### src/rtl/spi_ram_master_if.sv
// Host command handshake plus SPI pins of the RAM bring-up initiator; one frame per accepted start.
// Host side has no backpressure beyond busy: a start seen while busy or on the done cycle is dropped.
interface spi_ram_master_if;
    logic       start;
    logic [9:0] cmd;
    logic       busy;
    logic       done;
    logic [7:0] rd_data;
    logic       rd_valid;
    logic       ss_n;
    logic       sclk;
    logic       mosi;
    logic       miso;

    modport master (
        input  start, cmd, miso,
        output busy, done, rd_data, rd_valid, ss_n, sclk, mosi
    );

    modport slave (
        output start, cmd, miso,
        input  busy, done, rd_data, rd_valid, ss_n, sclk, mosi
    );
endinterface

### src/rtl/spi_ram_master.sv
// SPI mode-0 initiator: serialises an 11-bit command frame, optionally reads back a byte after a turnaround.
// Latency (2N+1)*CLK_DIV cycles from ss_n fall to done; start is ignored while busy or on the done cycle.
module spi_ram_master #(
    parameter int CLK_DIV     = 2,
    parameter int TURN_CYCLES = 2
) (
    input  logic             clk,
    input  logic             rst_n,
    spi_ram_master_if.master bus
);

    localparam logic [2:0] S_IDLE  = 3'd0;
    localparam logic [2:0] S_SETUP = 3'd1;
    localparam logic [2:0] S_TX    = 3'd2;
    localparam logic [2:0] S_TURN  = 3'd3;
    localparam logic [2:0] S_RX    = 3'd4;
    localparam logic [2:0] S_HOLD  = 3'd5;

    localparam int DIV_W = (CLK_DIV > 1) ? $clog2(CLK_DIV) : 1;
    localparam int CNT_W = $clog2(TURN_CYCLES + 16);

    logic [2:0]       state_q, state_d;
    logic [DIV_W-1:0] div_q, div_d;
    logic [CNT_W-1:0] cnt_q, cnt_d;
    logic [9:0]       tx_q, tx_d;
    logic [7:0]       rx_q, rx_d;
    logic             rd_op_q, rd_op_d;
    logic             ss_n_q, ss_n_d;
    logic             sclk_q, sclk_d;
    logic             mosi_q, mosi_d;
    logic             busy_q, busy_d;
    logic             done_q, done_d;
    logic             rd_valid_q, rd_valid_d;
    logic [7:0]       rd_data_q, rd_data_d;

    logic tick;

    assign tick = (div_q == DIV_W'(CLK_DIV - 1));

    always_comb begin
        state_d    = state_q;
        div_d      = div_q;
        cnt_d      = cnt_q;
        tx_d       = tx_q;
        rx_d       = rx_q;
        rd_op_d    = rd_op_q;
        ss_n_d     = ss_n_q;
        sclk_d     = sclk_q;
        mosi_d     = mosi_q;
        busy_d     = busy_q;
        done_d     = 1'b0;
        rd_valid_d = 1'b0;
        rd_data_d  = rd_data_q;

        if (state_q != S_IDLE) begin
            div_d = tick ? '0 : div_q + DIV_W'(1);
        end

        case (state_q)
            S_IDLE: begin
                div_d = '0;
                // done_q blocks a start arriving on the done cycle so ss_n stays high at least one cycle
                if (bus.start && !done_q) begin
                    state_d = S_SETUP;
                    ss_n_d  = 1'b0;
                    busy_d  = 1'b1;
                    mosi_d  = bus.cmd[9];
                    tx_d    = bus.cmd;
                    rd_op_d = (bus.cmd[9:8] == 2'b11);
                    cnt_d   = '0;
                end
            end
            S_SETUP: begin
                if (tick) begin
                    sclk_d  = 1'b1;
                    state_d = S_TX;
                end
            end
            S_TX: begin
                if (tick) begin
                    sclk_d = ~sclk_q;
                    if (sclk_q) begin
                        // zeros shift in behind the payload, so the 11th fall parks mosi low
                        mosi_d = tx_q[9];
                        tx_d   = {tx_q[8:0], 1'b0};
                        cnt_d  = cnt_q + CNT_W'(1);
                        if (cnt_q == CNT_W'(10)) begin
                            cnt_d   = '0;
                            state_d = rd_op_q ? S_TURN : S_HOLD;
                        end
                    end
                end
            end
            S_TURN: begin
                mosi_d = 1'b0;
                if (tick) begin
                    sclk_d = ~sclk_q;
                    if (sclk_q) begin
                        cnt_d = cnt_q + CNT_W'(1);
                        if (cnt_q == CNT_W'(TURN_CYCLES - 1)) begin
                            cnt_d   = '0;
                            state_d = S_RX;
                        end
                    end
                end
            end
            S_RX: begin
                mosi_d = 1'b0;
                if (tick) begin
                    sclk_d = ~sclk_q;
                    if (!sclk_q) begin
                        rx_d = {rx_q[6:0], bus.miso};
                    end else begin
                        cnt_d = cnt_q + CNT_W'(1);
                        if (cnt_q == CNT_W'(7)) begin
                            cnt_d   = '0;
                            state_d = S_HOLD;
                        end
                    end
                end
            end
            S_HOLD: begin
                if (tick) begin
                    state_d = S_IDLE;
                    ss_n_d  = 1'b1;
                    done_d  = 1'b1;
                    busy_d  = 1'b0;
                    if (rd_op_q) begin
                        rd_data_d  = rx_q;
                        rd_valid_d = 1'b1;
                    end
                end
            end
            default: begin
                state_d = S_IDLE;
            end
        endcase
    end

    always_ff @(posedge clk) begin
        if (!rst_n) begin
            state_q    <= S_IDLE;
            div_q      <= '0;
            cnt_q      <= '0;
            tx_q       <= '0;
            rx_q       <= '0;
            rd_op_q    <= 1'b0;
            ss_n_q     <= 1'b1;
            sclk_q     <= 1'b0;
            mosi_q     <= 1'b0;
            busy_q     <= 1'b0;
            done_q     <= 1'b0;
            rd_valid_q <= 1'b0;
            rd_data_q  <= 8'h00;
        end else begin
            state_q    <= state_d;
            div_q      <= div_d;
            cnt_q      <= cnt_d;
            tx_q       <= tx_d;
            rx_q       <= rx_d;
            rd_op_q    <= rd_op_d;
            ss_n_q     <= ss_n_d;
            sclk_q     <= sclk_d;
            mosi_q     <= mosi_d;
            busy_q     <= busy_d;
            done_q     <= done_d;
            rd_valid_q <= rd_valid_d;
            rd_data_q  <= rd_data_d;
        end
    end

    assign bus.ss_n     = ss_n_q;
    assign bus.sclk     = sclk_q;
    assign bus.mosi     = mosi_q;
    assign bus.busy     = busy_q;
    assign bus.done     = done_q;
    assign bus.rd_valid = rd_valid_q;
    assign bus.rd_data  = rd_data_q;

endmodule

### src/flat_wrapper.sv
// flat-port wrapper written by rule: the top's interface ports become plain ports
module spi_ram_master_flat 
#(
    parameter int CLK_DIV     = 2,
    parameter int TURN_CYCLES = 2
)
  (clk, rst_n, bus_start, bus_cmd, bus_miso, bus_busy, bus_done, bus_rd_data, bus_rd_valid, bus_ss_n, bus_sclk, bus_mosi);
  spi_ram_master_if bus_i ();
  input  logic clk;
  input  logic rst_n;
  input wire logic [$bits(bus_i.start)-1:0] bus_start;
  input wire logic [$bits(bus_i.cmd)-1:0] bus_cmd;
  input wire logic [$bits(bus_i.miso)-1:0] bus_miso;
  output wire logic [$bits(bus_i.busy)-1:0] bus_busy;
  output wire logic [$bits(bus_i.done)-1:0] bus_done;
  output wire logic [$bits(bus_i.rd_data)-1:0] bus_rd_data;
  output wire logic [$bits(bus_i.rd_valid)-1:0] bus_rd_valid;
  output wire logic [$bits(bus_i.ss_n)-1:0] bus_ss_n;
  output wire logic [$bits(bus_i.sclk)-1:0] bus_sclk;
  output wire logic [$bits(bus_i.mosi)-1:0] bus_mosi;
  assign bus_i.start = bus_start;
  assign bus_i.cmd = bus_cmd;
  assign bus_i.miso = bus_miso;
  assign bus_busy = bus_i.busy;
  assign bus_done = bus_i.done;
  assign bus_rd_data = bus_i.rd_data;
  assign bus_rd_valid = bus_i.rd_valid;
  assign bus_ss_n = bus_i.ss_n;
  assign bus_sclk = bus_i.sclk;
  assign bus_mosi = bus_i.mosi;
  spi_ram_master #(.CLK_DIV(CLK_DIV), .TURN_CYCLES(TURN_CYCLES)) u_core (.clk(clk), .rst_n(rst_n), .bus(bus_i));
endmodule
### config.mk
export PLATFORM = sky130hd
export DESIGN_NAME = spi_ram_master_flat
export DESIGN_NICKNAME = d
export VERILOG_FILES = /design/src/rtl/spi_ram_master_if.sv /design/src/rtl/spi_ram_master.sv /design/src/flat_wrapper.sv
export SDC_FILE = /design/constraint.sdc
export NUM_CORES = 1
export LEC_CHECK = 0
export ABC_AREA = 1
export BUFFER_PORTS_ARGS = -buffer_cell sky130_fd_sc_hd__buf_4
export CORE_AREA = 2 2 69 71
export CTS_CLUSTER_DIAMETER = 30
export DETAILED_ROUTE_END_ITERATION = 6
export DIE_AREA = 0 0 71 73
export MAX_ROUTING_LAYER = met4
export PLACE_DENSITY = 0.7
export SETUP_SLACK_MARGIN = 0.1
export SKIP_LAST_GASP = 1
export SYNTH_ARGS = -nofsm -noshare
export SYNTH_HDL_FRONTEND = slang
export SYNTH_SLANG_ARGS = --single-unit
export TNS_END_PERCENT = 50
### constraint.sdc
create_clock -name clk -period 1.75 [get_ports clk]
set_input_delay 0.35 -clock clk [delete_from_list [all_inputs] [get_ports clk]]
set_output_delay 0.35 -clock clk [all_outputs]
set_load 0.01 [all_outputs]
* Word level (Yosys, flattened, before mapping) *
Cells that the tools add are included.

word-level totals
  register bits after elaboration = 42
  bits in latches = 0
  memory bits (writable) = 0
  memory bits (read-only) = 0
  input port bits = 14
  output and inout bits = 14
  word-level logic and storage cells = 106
  memories kept = 0

cells by class
  add/subtract/negate cells = 2
  multipliers = 0
  divide/modulo/power cells = 0
  $lt $le $gt $ge = 0
  eq/ne operators = 22
  shifts and indexed selects = 0
  muxes and demuxes = 44
  bitwise logic cells = 2
  reductions and logical operators = 23

operators with widths
  kind                                                    count
  2-to-1 mux 5 bit                                        10
  2-to-1 mux 3 bit                                        13
  2-to-1 mux 10 bit                                       3
  inequality test 2 x 1 -> 1 bit (second input constant)  13
  one-hot mux 10 bit (2 select lines)                     1
  one-hot mux 5 bit (4 select lines)                      1
  one-hot mux 3 bit (6 select lines)                      1
  AND reduction 3 bit                                     5
  AND reduction 12 bit                                    1
  2-to-1 mux 1 bit                                        11
  AND reduction 4 bit                                     2
  AND reduction 8 bit                                     1
  equality test 3 x 2 -> 1 bit (second input constant)    2
  equality test 3 bit (second input constant)             2
  one-hot mux 1 bit (2 select lines)                      3
  nonzero test 2 bit                                      3
  nonzero test 3 bit                                      2
  adder 5 x 1 -> 5 bit (second input constant)            1
  equality test 5 x 1 -> 1 bit (second input constant)    1
  equality test 5 x 3 -> 1 bit (second input constant)    1
  equality test 5 x 4 -> 1 bit (second input constant)    1
  AND reduction 2 bit                                     2
  nonzero test 4 bit                                      1
  OR reduction 2 bit                                      2
  9 further kinds                                         10

* Depth between registers and ports, before layout *
Gate-level depths: netlist of run 1.

  depth in word-level cells = 5
  mapped depth = 10
  gate-level depth less buffers = 10

* Least setup slack after synthesis of run 1 *
OpenSTA, ideal clock, no wires.

  path type = flip-flop to flip-flop
  from = register u_core.state_q[2]
  to = register u_core.state_q[0]
  setup time = 0.113 ns
  arrival = 1.182 ns
  data required time = 1.637 ns
  setup slack = 0.455 ns
  cell stages (with the launch flop) = 10
  path buffers = 0
  period minus slack after synthesis = 1.295 ns
  path through = dfxtp_1 -> inv_2 -> nand2_1 -> nor2_2 -> nand2_1 -> nand3_2 -> nor2_4 -> nand2_1 -> nand2_1 -> nor2_1

on the way
  cells in the longest elaborated chain, start to end = 3
  elaborated cells on any way between the ends = 20
  classes of those cells = eq/ne (17); mux (1); reduce/logical (2)

RTL lines
  what                                               line                   RTL
  from (decl)                                        spi_ram_master.sv:22   logic [2:0] state_q, state_d;
  from (signal assigned)                             spi_ram_master.sv:156  state_q <= state_d;
  equality test 3 bit, or another cell as far along  spi_ram_master.sv:59   case (state_q)
  inequality test 2 x 1 -> 1 bit (no line)           --
  AND reduction 12 bit (no line)                     --

Parallel ways exist; a longest one is shown, timed or not.
A chain may end at the register's enable or synchronous reset.

* Worst setup path in the final report of run 1 *
  from = register u_core.cnt_q[0]
  to = register u_core.state_q[2]

on the way
  cells in the longest elaborated chain, start to end = 3
  elaborated cells on any way between the ends = 7
  classes of those cells = eq/ne (6); reduce/logical (1)

RTL lines
  what                                                        line                   RTL
  from (decl)                                                 spi_ram_master.sv:24   logic [CNT_W-1:0] cnt_q, cnt_d;
  from (signal assigned)                                      spi_ram_master.sv:158  cnt_q <= cnt_d;
  equality test 5 x 3 -> 1 bit, or another cell as far along  spi_ram_master.sv:115  if (cnt_q == CNT_W'(7)) begin
  inequality test 2 x 1 -> 1 bit (no line)                    --
  AND reduction 12 bit (no line) (*)                          --

Mark *: on every way between the ends. The rest lies on a longest branch, timed or not.

==> out/qor.yml, run 1 <==
status: "completed"
synth_warnings: 0
final.setup_skew_ns: 0.003533
cts_sinks: 42
slowest_delay_ns: 0.41
p_leak_nw: 1.016
num_vias: 1751
grt_pass1_vias: 1619
power.density_nw_per_um2: 1474
synth_common_cells: "63 x nand2_1, 42 x dfxtp_1, 36 x nor2_1, 21 x inv_1, 20 x nand3_1"
maxSlewViolCount: 0
synth_top_area_share_pct: 43.22
clock_path_buffers: 2
worst-path-max-fanout: 6
max-cap-violations: 0
gp_congestion: 0.9017
ys.flop_type: "dfxtp_1"
dpl.hpwl_mm: 3.134
synth_compound_area_share_pct: 14.21
die_area_sq_um: 5183
path_class: "flop to flop"
final_layout_size_suffix_gt1_share_pct: 21.00
synth.largest_area_cell: "dfxtp_1"
utilization_pct: 50.92
synth_fp_nets: 285
fmax_ghz: 0.6905
routed_wl_mm: 4.218
die-width_um: 71
yosys.area_share.simple_pct: 32.86
grt_max_degree: 26
synth.ff_latch_count: 42
worstPathRequired_ns: 1.94
num-fill-cells: 462
startpoint_type: "flop"
slowest_stage: "dfxtp_1"
die_y_um: 73
post_drt_wl_per_cell_um: 11.92
hold_viol: 0
ir_worst_vdd_v: 0.0007654
max_slew_margin_pct: 62.56
drc: 0
cts.clk_slew.worst_paths_ns: 0.08
synth.area.top_cells: "dfxtp_1 43%, nand2_1 12%, nor2_1 6.9%"
postRouteAntennaNets: 0
synthArstFlopShare_pct: 0
min_period_ns: 1.448
crit_chain: "ha_1 -> nand2_1 -> inv_1 -> nand2_1 -> nand2_1 -> nand3_2 -> nor2_4 -> nand2_1 -> nand2_1 -> nor2_1"
hold-worst-slack_ns: 0.3264
netlist_area_sq_um: 1946
synth-seq-area-share_pct: 43.22
setup_viol: 0
synth.distinct_cells: 27
holdCritPathClass: "primary input to flop"
design.portCount: 28
synth_xor_area_share_pct: 0.9003
grt_pass1_wl_mm: 7.383
first_iter_violations: 114
cp-end-kind: "flop"
numCtsBuffers: 5
nNetsFinal: 316
worst_pin_slew_ns: 0.5610
n_antenna_cell: 0
vias_per_cell: 4.946
grt_util_all_layers_pct: 18.65
syn_inst: 268
synth_edf_count: 0
setup_tns_ns: 0
cp_common_cell: "nand2_1"
cts_root_buffer: "clkbuf_8"
multi_input_area_sq_um: 970.9
fp-row-count: 25
firstDrtPassIters: 4
fin_crit_sh_pct: 82.75
synth_top_family_by_area: "simple AND/OR/NAND/NOR gates"
clock_latency_ns: 0.29
cts_max_level: 2
grt_overflow: 0
muxShareOfSynthArea_pct: 0
p_total_mw: 3.404
cp.arrival_ns: 1.64
antenna_found_initial: 0
core_sq_um: 4536
ff_latch_area_sq_um: 842.1
cts_tree: "done"
syn_to_final_growth_pct: 18.71
synth.avg_cell_area_sq_um: 7.260
start_util_pct: 42.90
synth_fa_ha_area_share_pct: 1.929
rsz0062_at_grt: "no"
yosys.cell_count.top_type: "nand2_1"
post_cts_buffers: 0
portBuffers: 27
-- placed cells by master (no fill, tap or decap), drive strengths merged, types with 2 or more instances in the layout --
cell type / count
a21oi: 16
a31oi: 9
buf: 32
clkbuf: 6
dfxtp: 42
ha: 3
inv: 25
nand2: 67
nand3: 25
nor2: 43
nor3: 2
o21ai: 23
xor2: 2
-- flip-flops by register name (all words and copies together), names as in the netlist, 3 cells and up --
signal              flops
u_core.bus.rd_data      8
u_core.cnt_q            5
u_core.rx_q             8
u_core.state_q          3
u_core.tx_q            10
-- through the flow --
stage / setup WS [ns] / std cells / cell area, sq um
after floorplan: 0.4550 / 268 / 1946
after global placement: 0.2916 / 346 / 2213
after detailed placement: 0.2853 / 346 / 2213
after CTS: 0.2642 / 354 / 2308
after global routing: 0.1031 / 354 / 2310
final: 0.3018 / 354 / 2310
-- critical path, delay by kind of cell (launching register included) --
kind	cells	cell delay, ns
flip-flops	1	0.41
adder cells (fa/ha/maj)	1	0.19
AND/OR/NAND/NOR	8	0.67
buffers and inverters	1	0.07
-- final timing paths --
check / to / slack [ns] / from / depth (start not counted)
hold / removal: u_core.tx_q[1]$_SDFFE_PN0P_ / 0.33 / bus_cmd[1] / 3
hold reg to reg: u_core.bus.rd_data[3]$_SDFFE_PN0P_ / 0.47 / u_core.bus.rd_data[3]$_SDFFE_PN0P_ / 2
setup reg to reg: u_core.state_q[2]$_SDFFE_PN0P_ / 0.30 / u_core.cnt_q[0]$_SDFFE_PN0P_ / 10
setup / recovery: u_core.state_q[2]$_SDFFE_PN0P_ / 0.30 / u_core.cnt_q[0]$_SDFFE_PN0P_ / 10
-- area by class of cell --
| type | count | area share [%] |
|---|---|---|
| multi-input combinational | 193 | 42.04 |
| timing repair buffer | 32 | 10.40 |
| clock inverter | 2 | 0.5417 |
| tap | 54 | 2.925 |
| inverter | 25 | 4.063 |
| clock buffer | 6 | 3.575 |
| sequential | 42 | 36.46 |
-- logic make-up (layout without fill, tap and decap cells) --
group,Yosys count,count (layout)
AND/OR/NAND/NOR,137,137
AO/OA/AOI/OAI,51,51
flip-flops,42,42
buffers and inverters,33,65
adder cells (fa/ha/maj),3,3
XOR/XNOR,2,2
-- what timing repair did --
action	CTS	global route
endpoints found under the setup margin	0	1
hold buffers	0	0
gates resized for setup	0	1
-- metal layers --
| layer | share of wire [%] | routed length [um] | up-vias | track usage [%] |
|---|---|---|---|---|
| met3 | 3.4 | 143 | 4 | 4.006 |
| met5 | 0 | 0 | - | - |
| li1 | - | - | 930 | - |
| met1 | 50 | 2102 | 794 | 24.17 |
| met2 | 46 | 1927 | 23 | 28.45 |
| met4 | 1.1 | 45 | 0 | 7.547 |
-- where the power goes --
group	leakage [nW]	switching, mW	total (mW)	internal [mW]
clock	0.0472	0.336	0.653	0.317
sequential	0.344	0.173	1.36	1.18
combinational	0.625	0.896	1.40	0.499
No activity file was read; power rests on OpenSTA's default activity.
==> inputs of run 2 (changes only) <==
Settings changed: PLACE_DENSITY 0.7 to 0.72.
Clock period 1.75 ns to 1.2 ns, I/O delays scaled along.
==> out/qor.yml, run 2 (same netlist as run 1, synthesis figures left out) <==
final_cell_mix: "53 x nand2_1, 53 x buf_4, 36 x dfxtp_1"
postRouteAntennaNets: 0  # unchanged
startpoint_type: "flop"
preCtsSetupSlack_ns: -0.2003  # -0.4856 ns
min_to: "u_core.rx_q[0]$_SDFFE_PN0P_"
die_y_um: 73  # unchanged
setup_viol: 31  # +31
first_iter_violations: 87  # -24%
postCtsHoldBufs: 0  # unchanged
fp-row-count: 25  # unchanged
p_leak_nw: 1.209  # +19%
hold_viol: 0  # unchanged
final_layout_size_suffix_gt1_share_pct: 37.39  # +16 points
status: "finished, violations left"
syn_to_final_growth_pct: 43.22
max_slew_margin_pct: 84.50  # +22 points
worstPathRequired_ns: 1.40  # -0.54 ns
maxSlewViolCount: 0  # unchanged
path_delay_family: "simple AND/OR/NAND/NOR gates"
dpl-instance-area_sq_um: 2359  # +6.6%
post_drt_wl_per_cell_um: 13.71  # +15%
ir_worst_vdd_v: 0.001155  # +51%
violations: "negative setup slack"
num_vias: 1976  # +13%
r2r_start: "u_core.cnt_q[0]$_SDFFE_PN0P_"
die-width_um: 71  # unchanged
setup_tns_ns: -3.271  # -3.271 ns
p_total_mw: 6.221  # +83%
rsz0062_at_grt: "yes"
r2r_setup_slack_ns: -0.20  # -0.51 ns
worst-path-max-fanout: 6  # unchanged
utilization_pct: 61.43  # +11 points
fmax_ghz: 0.7122  # +3.1%
min_period_ns: 1.404  # -0.04413 ns
start_util_pct: 42.90  # unchanged
path_class: "flop to flop"
cp.arrival_ns: 1.61  # -0.03 ns
grt_overflow: 0  # unchanged
vias_per_cell: 5.159  # +4.3%
fin_crit_sh_pct: 117.0  # +34 points
cts_tree: "done"
hp-start: "bus_miso"
cts_max_level: 2  # unchanged
clock_latency_ns: 0.30  # about the same
timing.final.ws_setup_ns: -0.2040  # -0.5059 ns
dpl.hpwl_mm: 3.295  # +5.1%
gp_congestion: 0.8647  # -4.1%
slowest_delay_ns: 0.41  # about the same
slowest_stage: "dfxtp_4"
grt_pass1_vias: 1919  # +19%
rr_worst_depth: 10  # unchanged
cts.clk_slew.worst_paths_ns: 0.08  # about the same
grt_max_degree: 21  # -19%
cp-end-kind: "flop"
die_area_sq_um: 5183  # unchanged
core_sq_um: 4536  # unchanged
holdCritPathClass: "primary input to flop"
path_depth: 10  # unchanged
worst_pin_slew_ns: 0.2320  # -0.3290 ns
largest_reg_flops: 10  # unchanged
nNetsFinal: 345  # +9.2%
routed_wl_mm: 5.250  # +24%
numCtsBuffers: 5  # unchanged
num-fill-cells: 394  # -15%
cts_sinks: 42  # unchanged
firstDrtPassIters: 4  # unchanged
grt_util_all_layers_pct: 21.38  # +2.7 points
design.portCount: 28  # unchanged
final.setup_skew_ns: 0.007743  # +0.004210 ns
drc: 0  # unchanged
critPathBufInv: 1  # unchanged
max-cap-violations: 0  # unchanged
holdPathStages: 3  # unchanged
portBuffers: 27  # unchanged
crit_chain: "ha_4 -> nand2_2 -> inv_2 -> nand2_2 -> nand2_2 -> nand3_4 -> nor2_4 -> nand2_1 -> nand2_1 -> nor2_1"
n_antenna_cell: 0  # unchanged
grt_pass1_wl_mm: 8.576  # +16%
cp_common_cell: "nand2_2"
regToRegEndpoint: "u_core.state_q[0]$_SDFFE_PN0P_"
power.density_nw_per_um2: 2233  # +51%
regMostFlops: "u_core.tx_q"
fin_area_sq_um: 2786  # +21%
clock_path_buffers: 2  # unchanged
cts_root_buffer: "clkbuf_8"
antenna_found_initial: 0  # unchanged
run 2: cell count changes in the layout (fill, tap and decap cells not counted), sizes merged:
cell	change
buf	+26
bufinv	+1
clkinv	-1
nor2	+3
run 2: how the worst max path moves through the flow:
| stage | startpoint | end | slack [ns] |
|---|---|---|---|
| floorplan | u_core.cnt_q[0]$_SDFFE_PN0P_ | u_core.state_q[0]$_SDFFE_PN0P_ | -0.02 |
| global placement | u_core.cnt_q[1]$_SDFFE_PN0P_ | u_core.state_q[2]$_SDFFE_PN0P_ | -0.16 |
| detailed placement | u_core.cnt_q[1]$_SDFFE_PN0P_ | u_core.state_q[1]$_SDFFE_PN0P_ | -0.20 |
| CTS | u_core.cnt_q[0]$_SDFFE_PN0P_ | u_core.state_q[1]$_SDFFE_PN0P_ | -0.14 |
| global route | u_core.cnt_q[0]$_SDFFE_PN0P_ | u_core.state_q[0]$_SDFFE_PN0P_ | -0.28 |
| finish | u_core.cnt_q[0]$_SDFFE_PN0P_ | u_core.state_q[0]$_SDFFE_PN0P_ | -0.20 |
run 2: final cells by class:
type / count / area [sq um] / share of cell area, %
Multi-Input combinational cell: 196 / 1175 / 42.16
Clock inverter: 2 / 37.54 / 1.347
Sequential cell: 42 / 860.8 / 30.89
Tap cell: 54 / 67.56 / 2.425
Clock buffer: 6 / 72.57 / 2.604
Inverter: 25 / 101.3 / 3.637
Timing Repair Buffer: 58 / 471.7 / 16.93
run 2: metrics by stage:
step	hold WS, ns	cells
floorplan	0.3903	268
global placement	0.4531	360
detailed placement	0.4577	360
CTS	0.1899	380
global route	0.1855	383
finish	0.1880	383
run 2: metal layers:
layer  wire length (um)  track usage (%)  share of wire [%]
met5                  0                -                  0
met4                 59            7.757                1.1
met3                203            4.834                3.9
met2               2605            35.62                 50
met1               2382            25.45                 45
run 2: worst min-delay path, cell delays in order:
cell	delay, ns
buf_4	0.08
o21ai_0	0.07
nor2_1	0.07
run 2: power by group:
group	internal, mW	switching [mW]
logic	1.25	1.77
registers	1.75	0.311
clock network	0.621	0.508
run 2: repair_timing:
action                     in CTS  in global routing
buffers inserted                9                  3
gates resized for setup        38                 11
cloned                          3                  0
pin swaps                      16                  9
setup endpoints to repair      43                 43
